File: src/rtl/inst_fetch_pkg.sv
// Shared constants for the MIPS fetch stage: reset PC, FSM encodings, PC-select codes.
package inst_fetch_pkg;

    localparam logic [31:0] RESET_PC_DEFAULT = 32'h0040_0000;

    localparam logic [1:0] ST_FETCH = 2'b00;
    localparam logic [1:0] ST_VALID = 2'b01;
    localparam logic [1:0] ST_HALT  = 2'b10;

    localparam int unsigned WORD_INC = 4;

    typedef enum logic [1:0] {
        PC_SEL_HOLD  = 2'b00,
        PC_SEL_INC   = 2'b01,
        PC_SEL_REDIR = 2'b10,
        PC_SEL_PEND  = 2'b11
    } pc_sel_e;

endpackage

File: src/rtl/inst_fetch_pc_next.sv
// Next-PC selector for the fetch stage: hold, PC+4, redirect target or pending target.
module inst_fetch_pc_next
    import inst_fetch_pkg::*;
#(
    parameter int ADDR_W = 32
) (
    input  logic [ADDR_W-1:0] i_pc,
    input  logic [ADDR_W-1:0] i_redirect_target,
    input  logic [ADDR_W-1:0] i_pend_target,
    input  pc_sel_e           i_sel,
    output logic [ADDR_W-1:0] o_pc_next
);

    // Increment wraps naturally modulo 2^ADDR_W.
    always_comb begin
        o_pc_next = i_pc;
        case (i_sel)
            PC_SEL_INC:   o_pc_next = i_pc + ADDR_W'(WORD_INC);
            PC_SEL_REDIR: o_pc_next = i_redirect_target;
            PC_SEL_PEND:  o_pc_next = i_pend_target;
            default:      o_pc_next = i_pc;
        endcase
    end

endmodule

File: src/rtl/inst_fetch.sv
// MIPS fetch stage: owns the PC, reads imem over req/ack, hands words to decode over valid/ready.
// Optional FETCH_DELAY_SLOT_EN defers redirects until the branch delay slot has been consumed.
module inst_fetch
    import inst_fetch_pkg::*;
#(
    parameter int              ADDR_W   = 32,
    parameter logic [ADDR_W-1:0] RESET_PC = ADDR_W'(RESET_PC_DEFAULT)
) (
    input  logic              clk,
    input  logic              rst_n,
    output logic              imem_req,
    output logic [ADDR_W-1:0] imem_addr,
    input  logic              imem_ack,
    input  logic [31:0]       imem_rdata,
    output logic [31:0]       inst,
    output logic              inst_valid,
    input  logic              inst_ready,
    output logic [ADDR_W-1:0] pc_out,
    output logic [ADDR_W-1:0] pc_plus4,
    input  logic              redirect,
    input  logic [ADDR_W-1:0] redirect_target,
    input  logic              halt,
    output logic              halted
);

    logic [1:0]        r_state;
    logic [ADDR_W-1:0] r_pc;
    logic [31:0]       r_inst;
    logic [ADDR_W-1:0] r_pc_out;

    logic [1:0]        w_next_state;
    pc_sel_e           w_pc_sel;
    logic              w_capture;
    logic [ADDR_W-1:0] w_pc_next;
    logic [ADDR_W-1:0] w_target_aligned;
    logic [ADDR_W-1:0] w_pend_target_in;

    assign w_target_aligned = {redirect_target[ADDR_W-1:2], 2'b00};

`ifdef FETCH_DELAY_SLOT_EN
    logic              r_pend_valid;
    logic              r_pend_armed;
    logic [ADDR_W-1:0] r_pend_target;

    // A redirect seen on the delay-slot consume cycle replaces the older target.
    assign w_pend_target_in = redirect ? w_target_aligned : r_pend_target;
`else
    assign w_pend_target_in = '0;
`endif

    always_comb begin
        w_next_state = r_state;
        w_pc_sel     = PC_SEL_HOLD;
        w_capture    = 1'b0;
        case (r_state)
            ST_FETCH: begin
                if (halt) begin
                    w_next_state = ST_HALT;
`ifndef FETCH_DELAY_SLOT_EN
                end else if (redirect) begin
                    w_pc_sel = PC_SEL_REDIR;
`endif
                end else if (imem_ack) begin
                    w_next_state = ST_VALID;
                    w_capture    = 1'b1;
                end
            end
            ST_VALID: begin
                if (halt) begin
                    w_next_state = ST_HALT;
`ifndef FETCH_DELAY_SLOT_EN
                end else if (redirect) begin
                    w_pc_sel     = PC_SEL_REDIR;
                    w_next_state = ST_FETCH;
`endif
                end else if (inst_ready) begin
                    w_next_state = ST_FETCH;
`ifdef FETCH_DELAY_SLOT_EN
                    w_pc_sel = (r_pend_valid && r_pend_armed) ? PC_SEL_PEND : PC_SEL_INC;
`else
                    w_pc_sel = PC_SEL_INC;
`endif
                end
            end
            ST_HALT: begin
                w_next_state = ST_HALT;
            end
            default: begin
                w_next_state = ST_FETCH;
            end
        endcase
    end

    inst_fetch_pc_next #(
        .ADDR_W(ADDR_W)
    ) u_pc_next (
        .i_pc              (r_pc),
        .i_redirect_target (w_target_aligned),
        .i_pend_target     (w_pend_target_in),
        .i_sel             (w_pc_sel),
        .o_pc_next         (w_pc_next)
    );

    always_ff @(posedge clk) begin
        if (!rst_n) begin
            r_state  <= ST_FETCH;
            r_pc     <= RESET_PC;
            r_inst   <= 32'h0;
            r_pc_out <= RESET_PC;
        end else begin
            r_state <= w_next_state;
            r_pc    <= w_pc_next;
            if (w_capture) begin
                r_inst   <= imem_rdata;
                r_pc_out <= r_pc;
            end
        end
    end

`ifdef FETCH_DELAY_SLOT_EN
    // Armed means the word now in flight or held is the delay slot, so its
    // consumption triggers the jump; otherwise the branch itself is still held.
    always_ff @(posedge clk) begin
        if (!rst_n) begin
            r_pend_valid  <= 1'b0;
            r_pend_armed  <= 1'b0;
            r_pend_target <= '0;
        end else if (halt || r_state == ST_HALT) begin
            r_pend_valid <= 1'b0;
            r_pend_armed <= 1'b0;
        end else if (w_pc_sel == PC_SEL_PEND) begin
            r_pend_valid <= 1'b0;
            r_pend_armed <= 1'b0;
        end else begin
            if (redirect) begin
                r_pend_valid  <= 1'b1;
                r_pend_target <= w_target_aligned;
            end
            if (redirect && !r_pend_valid) begin
                r_pend_armed <= (r_state == ST_FETCH) || (r_state == ST_VALID && inst_ready);
            end else if (r_pend_valid && r_state == ST_VALID && inst_ready) begin
                r_pend_armed <= 1'b1;
            end
        end
    end
`endif

    assign imem_req   = (r_state == ST_FETCH);
    assign imem_addr  = r_pc;
    assign inst       = r_inst;
    assign inst_valid = (r_state == ST_VALID);
    assign pc_out     = r_pc_out;
    assign pc_plus4   = r_pc_out + ADDR_W'(WORD_INC);
    assign halted     = (r_state == ST_HALT);

endmodule

File: config.mk
export PLATFORM = sky130hd
export DESIGN_NAME = inst_fetch
export DESIGN_NICKNAME = d
export VERILOG_FILES = /design/src/rtl/inst_fetch_pkg.sv /design/src/rtl/inst_fetch_pc_next.sv /design/src/rtl/inst_fetch.sv
export SDC_FILE = /design/constraint.sdc
export NUM_CORES = 1
export LEC_CHECK = 0
export ABC_AREA = 0
export CORE_MARGIN = 2
export CORE_UTILIZATION = 46
export CTS_BUF_LIST = sky130_fd_sc_hd__clkbuf_8
export DETAILED_ROUTE_END_ITERATION = 16
export PLACE_DENSITY = 0.85
export SYNTH_ARGS = -nofsm -noshare
export SYNTH_HDL_FRONTEND = slang
export SYNTH_HIERARCHICAL = 1
export SYNTH_SLANG_ARGS = --single-unit
File: constraint.sdc
create_clock -name clk -period 3.15 [get_ports clk]
set_input_delay 0.945 -clock clk [delete_from_list [all_inputs] [get_ports clk]]
set_output_delay 0.945 -clock clk [all_outputs]
set_load 0.02 [all_outputs]
==> results of run 1 <==
[critical path: stages, from the launching register on]
cell and delay [ns]:
dfxtp_1 0.34, ha_2 0.18, nand4_1 0.13, or4_4 0.50, nor4_2 0.27, xor2_1 0.18, buf_2 0.18
[final cells by class]
class / instances / share of cell area, %
multi-input cells: 558 / 40.9
repair buffers: 248 / 29.1
flip-flops and latches: 98 / 24.2
well taps: 143 / 2.21
clock buffers: 10 / 1.70
clock inverters: 5 / 1.27
inverters: 12 / 0.556
[where the power goes]
| part | internal, W | total (W) | switching [W] |
|---|---|---|---|
| combinational | 0.000232 | 0.000433 | 0.000201 |
| sequential | 0.00127 | 0.00132 | 0.0000410 |
| clock | 0.000546 | 0.000986 | 0.000440 |
| total | 0.00205 | 0.00273 | 0.000683 |
[sequential cells by signal (all words and copies together), names as in the netlist]
register   cells
inst          32
pc_out        32
r_state        2
imem_addr     32
[worst paths after layout]
path                 startpoint             to  slack (ns)  cells past startpoint
setup / recovery      pc_out[3]   pc_plus4[28]        0.06                      6
hold / removal         inst[23]       inst[23]        0.46                      2
hold reg to reg        inst[23]       inst[23]        0.46                      2
setup reg to reg  imem_addr[14]  imem_addr[31]        0.59                      6
[kinds of logic after synthesis]
| kind of cell | synth area share [%] |
|---|---|
| simple gates | 29.1 |
| compound gates | 18.7 |
| flops | 36.7 |
| buf+inv | 4.68 |
| xor+xnor | 4.75 |
| mux | 5.56 |
| fa+ha+maj | 0.468 |
| other cells | 0.0701 |
[timing repair]
item,in CTS,in global routing
resized for setup,45,30
setup buffers,0,1
pin swaps,0,1
endpoints found under the setup margin,18,20
[through the flow]
| step | TNS [ns] | setup slack, ns | std cells |
|---|---|---|---|
| after global routing | -0.106 | -0.0536 | 1074 |
| after detailed placement | -0.491 | -0.124 | 1058 |
| after floorplan | 0 | 0.101 | 715 |
| after CTS | 0 | 0.00845 | 1073 |
| after global placement | -0.155 | -0.0547 | 1058 |
| final | 0 | 0.0578 | 1074 |
[layer usage]
metal  up-vias  share of wire (%)
li1       2840                  -
met1      2658                 43
met2       224                 48
met3        30                6.9
met4         0                2.4
met5         -                  0
[cell usage in the layout (no fill, tap or decap), types with 15 or more instances in the layout]
master / instances
buf_4: 48
o22ai_1: 15
nand2_1: 155
mux2i_1: 17
dfxtp_1: 97
conb_1: 34
clkdlybuf4s50_1: 174
xnor2_1: 18
a21boi_0: 64
nand4_1: 20
nand3_1: 28
nor2_1: 23
and2_1: 33
a21oi_1: 27
==> metrics.md, run 1 <==
| Metric | Value |
|---|---|
| Tcrit/Tclk final | `98.2%` |
| Gate Count Post-Synth | `~700` |
| Clock sinks | `98` |
| Antenna violations before repair | `0` |
| IR drop worst, VDD | `274 uV` |
| Final instance area | `8100 um^2` |
| WL/cell | `15.0 um` |
| Drt pass-1 iters | `5` |
| First-pass GRT wire length | `26.0 mm` |
| NumNets Final | `about 1000` |
| Startpoint types | `register` |
| Post-synth cell types | `55` |
| Data required time at the worst endpoint | `2.20 ns` |
| Fmax | `323 MHz` |
| DRT iter0 DRCs | `508` |
| P&R area growth vs syn | `51.4%` |
| Vias in the first global route | `between 5000 and 6000` |
| Post-Route WL | `16.1 mm` |
| Worst-margin pin slew | `0.661 ns` |
| GR peak layer | `met2` |
| #FFs+latches synth | `98` |
| DR vias | `5752` |
| Clk_lat worst skew | `0.36 ns` |
| CP Max Fanout | `5` |
| Slew Limit Fails | `0` |
| Maxcap violations | `0` |
| Core ar. | `11400 um^2` |
| Initial Utilization | `about 47%` |
| Final setup fails | `0` |
| DRC viols | `0` |
| CTS Buffer Depth | `2` |
| Synth top cells by count | `155 x nand2_1, 98 x dfxtp_1, 64 x a21boi_0` |
| Fin Hold WS | `0.464 ns` |
| Ranking of synthesized cells by area | `dfxtp_1 37%, nand2_1 11%, a21boi_0 9.0%, and2_1 3.9%, mux2i_1 3.2%` |
| Tmin final | `3.09 ns` |
| Clock-pin slew on the worst setup and hold paths | `0.09 ns` |
| Total power per unit cell area | `338 nW/um^2` |
| Layout cells sized above 1 | `11.3%` |
| Top-count cell post-synth | `nand2_1` |
| Final GP Congestion | `0.866` |
| M3 GR Usage | `5.55%` |
| RSZ-0062 raised after global routing | `yes` |
| Final hold violation count | `0` |
| Leakage Power | `3.04 nW` |
| Post-DRT Antenna Nets | `0` |
| Power Total | `between 0.002 and 0.003 W` |
| Post-synth top area cell | `dfxtp_1` |
| Overall global routing resource usage | `25.2%` |
| Met1 global-route usage | `32.5%` |
| Post-synth top area share | `36.7%` |
| Synthesized area per cell | `7.85 um^2` |
| CTS tree | `yes` |
| H-Tree Depth | `3` |
| Die ar. | `12500 um^2` |
| Die X-Extent | `112 um` |
| Crit path kind | `reg2out` |
| Clk_skew | `approximately 0.011 ns` |
| FP Rows | `39` |
| Worst hold path class | `reg2reg` |
| Post-CTS Hold Fix Bufs | `0` |
| YS warnings | `6` |
| Die Span Y | `112 um` |
| GR Overflow Total | `0` |
| HPWL after detailed placement | `between 10 and 15 mm` |
| Mapped cell area | `roughly 5400 um^2` |
| Async SR Flop Fraction | `0%` |
| Worst path arrival time | `2.15 ns` |
| M2 GR Usage | `41.5%` |
| Final core occ | `~70%` |
| Fillers | `905` |
| Post-synth EDFFs | `0` |
| Multi-input gate area in the final layout | `3310 um^2` |
| Most used DFF post-synth | `dfxtp_1` |
| Status | `completed` |
| Top Ports | `201` |
| Port Buffer Count | `198` |
| Placed Area | `between 7000 and 8000 um^2` |
| Pin count of the biggest net entering global routing | `between 50 and 60` |
| CP Capture Type | `primary output` |
| Slew Limit Headroom | `55.5%` |
| Storage cell area | `roughly 2000 um^2` |
| Sequential area share after synthesis | `36.7%` |
| Vias/cell | `5.36` |
| Number of inserted diodes | `0` |
| CTS Buf Count | `9` |
| Root buf cell | `clkbuf_8` |
No activity file was read; power rests on OpenSTA's default activity.
==> run 2, diff against run 1 <==
CORE_UTILIZATION = 50   (was 46)
DONT_BUFFER_PORTS = 1   (was default)
PLACE_DENSITY = 0.67   (was 0.85)
==> metrics.md, run 2 (same netlist as run 1, synthesis figures left out) <==
| Metric | Value |
|---|---|
| NumNets Final | `825 (was 999)` |
| GR peak layer | `met2 (unchanged)` |
| Pin count of the biggest net entering global routing | `99 (was 51)` |
| Post-DRT Antenna Nets | `0 (unchanged)` |
| IR drop worst, VDD | `234 uV (was 274 uV)` |
| Commonest cells after routing, fill and taps aside | `155 x nand2_1, 95 x dfxtp_1, 73 x buf_4 (was 174 x clkdlybuf4s50_1, 155 x nand2_1, 97 x dfxtp_1)` |
| Setup TNS | `-0.0111 ns (was 0 ns)` |
| Worst-margin pin slew | `0.669 ns (was 0.661 ns)` |
| GR Overflow Total | `0 (unchanged)` |
| WL/cell | `16.9 um (was 15.0 um)` |
| Post-CTS Hold Fix Bufs | `0 (unchanged)` |
| Clock sinks | `98 (unchanged)` |
| Slowest stage cell on the critical path | `or4_4 (unchanged)` |
| Startpoint types | `register (unchanged)` |
| Fillers | `908 (was 905)` |
| CTS Buffer Depth | `2 (unchanged)` |
| Crit path kind | `reg2out (unchanged)` |
| FP Rows | `37 (was 39)` |
| Core ar. | `10400 um^2 (was 11400 um^2)` |
| DR vias | `5038 (was 5752)` |
| Failing checks | `setup timing` |
| Total power per unit cell area | `399 nW/um^2 (was 338 nW/um^2)` |
| Top Ports | `201 (unchanged)` |
| Overall global routing resource usage | `25.8% (was 25.2%)` |
| DRC viols | `0 (unchanged)` |
| H-Tree Depth | `3 (unchanged)` |
| Tcrit/Tclk final | `100% (was 98.2%)` |
| CTS Buf Count | `9 (unchanged)` |
| CP Max Fanout | `7 (was 5)` |
| Fmax | `316 MHz (was 323 MHz)` |
| Sw frac | `26.3% (was 25.0%)` |
| Placed Area | `5980 um^2 (was 7870 um^2)` |
| P&R area growth vs syn | `18.0% (was 51.4%)` |
| Power Internal | `0.00186 W (was 0.00205 W)` |
| Slew Limit Fails | `0 (unchanged)` |
| Layout cells sized above 1 | `15.4% (was 11.3%)` |
| DRT iter0 DRCs | `609 (was 508)` |
| Drt pass-1 iters | `5 (unchanged)` |
| Multi-input gate area in the final layout | `3340 um^2 (was 3310 um^2)` |
| Initial Utilization | `51.6% (was 47.1%)` |
| Gate power share | `10.2% (was 15.8%)` |
| Post-Route WL | `15.1 mm (was 16.1 mm)` |
| Antenna violations before repair | `1 (was 0)` |
| Vias/cell | `5.64 (was 5.36)` |
| M2 GR Usage | `40.6% (was 41.5%)` |
| Worst path arrival time | `2.22 ns (was 2.15 ns)` |
| Final instance area | `6310 um^2 (was 8100 um^2)` |
| Sequential power share | `52.8% (was 48.1%)` |
| Net Sw Power | `0.000663 W (was 0.000683 W)` |
| First-pass GRT wire length | `23.7 mm (was 26.0 mm)` |
| Final setup fails | `1 (was 0)` |
| Final core occ | `60.9% (was 71.2%)` |
| Die X-Extent | `107 um (was 112 um)` |
| Die Span Y | `107 um (was 112 um)` |
| Pre-CTS setup slack | `0.192 ns (was -0.124 ns)` |
| Storage cell area | `1970 um^2 (was 1960 um^2)` |
| Status | `finished, violations left (was completed)` |
| Final worst setup slack | `-0.0111 ns (was 0.0578 ns)` |
| Die ar. | `11500 um^2 (was 12500 um^2)` |
| Final hold violation count | `0 (unchanged)` |
| CTS tree | `yes (unchanged)` |
| Data required time at the worst endpoint | `2.20 ns (about the same)` |
| HPWL after detailed placement | `11.0 mm (was 11.5 mm)` |
| RSZ-0062 raised after global routing | `yes (unchanged)` |
| Worst path bufs/invs | `1 (unchanged)` |
| Clk pwr share | `37.0% (was 36.1%)` |
| M3 GR Usage | `9.50% (was 5.55%)` |
| CP Capture Type | `primary output (unchanged)` |
| Maxcap violations | `0 (unchanged)` |
| Slew Limit Headroom | `55.0% (was 55.5%)` |
| Port Buffer Count | `0 (was 198)` |
| Number of inserted diodes | `0 (unchanged)` |
| Final GP Congestion | `0.868 (was 0.866)` |
| Clock-pin slew on the worst setup and hold paths | `0.09 ns (about the same)` |
| Crit path cell chain | `ha_4 -> nand4_1 -> or4_4 -> nor3_1 -> xor2_1 -> buf_4 (was ha_2 -> nand4_1 -> or4_4 -> nor4_2 -> xor2_1 -> buf_2)` |
| Tmin final | `3.16 ns (was 3.09 ns)` |
| Leakage Power | `2.35 nW (was 3.04 nW)` |
| Crit-path max cell delay | `0.66 ns (was 0.50 ns)` |
| Vias in the first global route | `4808 (was 5372)` |
| Root buf cell | `clkbuf_8 (unchanged)` |
| CP top delay family | `simple AND/OR/NAND/NOR gates (unchanged)` |
| Clk_lat worst skew | `0.38 ns (was 0.36 ns)` |
| Worst hold path class | `reg2reg (unchanged)` |
| Clk_skew | `0.0133 ns (was 0.0112 ns)` |
| Commonest non-fill, non-tap cell in the layout | `nand2_1 (was clkdlybuf4s50_1)` |
| Met1 global-route usage | `32.9% (was 32.5%)` |
## run 2: changes by cell type in the layout (fill, tap and decap cells not counted), sizes merged
cell	change
dlymetal6s2s	-4
clkinvlp	+1
buf	+16
dlygate4sd2	-3
clkbuf	-7
clkdlybuf4s15	-2
clkdlybuf4s50	-174
bufinv	-1
inv	+1
## run 2: cell type report
cell class                      instances  area share, %
Sequential cell                        98           31.1
Clock buffer                           10           2.18
Multi-Input combinational cell        558           52.9
Clock inverter                          6           1.49
Timing Repair Buffer                   74           8.86
Inverter                               12          0.714
Tap cell                              136           2.70
## run 2: routing by layer
| metal | up-vias | share of wire [%] |
|---|---|---|
| met4 | 2 | 1.8 |
| met5 | - | 0.086 |
| li1 | 2498 | - |
| met1 | 2293 | 41 |
| met3 | 25 | 10 |
| met2 | 220 | 47 |
## run 2: tightest hold or removal path, delay by kind of cell (launching register included)
family | cells | cell delay [ns]
AO/OA/AOI/OAI | 1 | 0.07
flip-flops | 1 | 0.40
AND/OR/NAND/NOR | 1 | 0.07
## run 2: final timing paths
check,from,to,slack [ns],cells past startpoint
worst max-delay path,pc_out[3],pc_plus4[26],-0.01,6
worst max register to register,imem_addr[3],imem_addr[31],0.48,6
worst min-delay path,pc_out[18],pc_out[18],0.57,2
worst min register to register,pc_out[18],pc_out[18],0.57,2
## run 2: power groups by stage
stage,sequential (W),clock (W),combinational [W]
3_3_place_gp,0.00136,0,0.000246
6_report,0.00133,0.000933,0.000257
5_1_grt,0.00134,0.00101,0.000283
3_5_place_dp,0.00136,0,0.000254
4_1_cts,0.00133,0.000953,0.000255
2_1_floorplan,0.00138,0,0.000164
## run 2: stage by stage
stage               instances  hold slack (ns)  power (W)
floorplan                 715            0.541    0.00155
global placement          875            0.553    0.00160
detailed placement        875            0.559    0.00161
CTS                       892            0.573    0.00254
global route              894            0.597    0.00262
finish                    894            0.568    0.00252
## run 2: what timing repair did
action                                  4_1_cts  5_1_grt
gates resized for setup                       5       11
pin swaps                                     0        5
endpoints found under the setup margin        7        7
setup buffers                                 1        2
==> run 3, diff against run 2 <==
SLEW_MARGIN = 20   (was default)
==> results of run 3 <==
The final DEF is identical to that of run 2; final timing and power are the same.
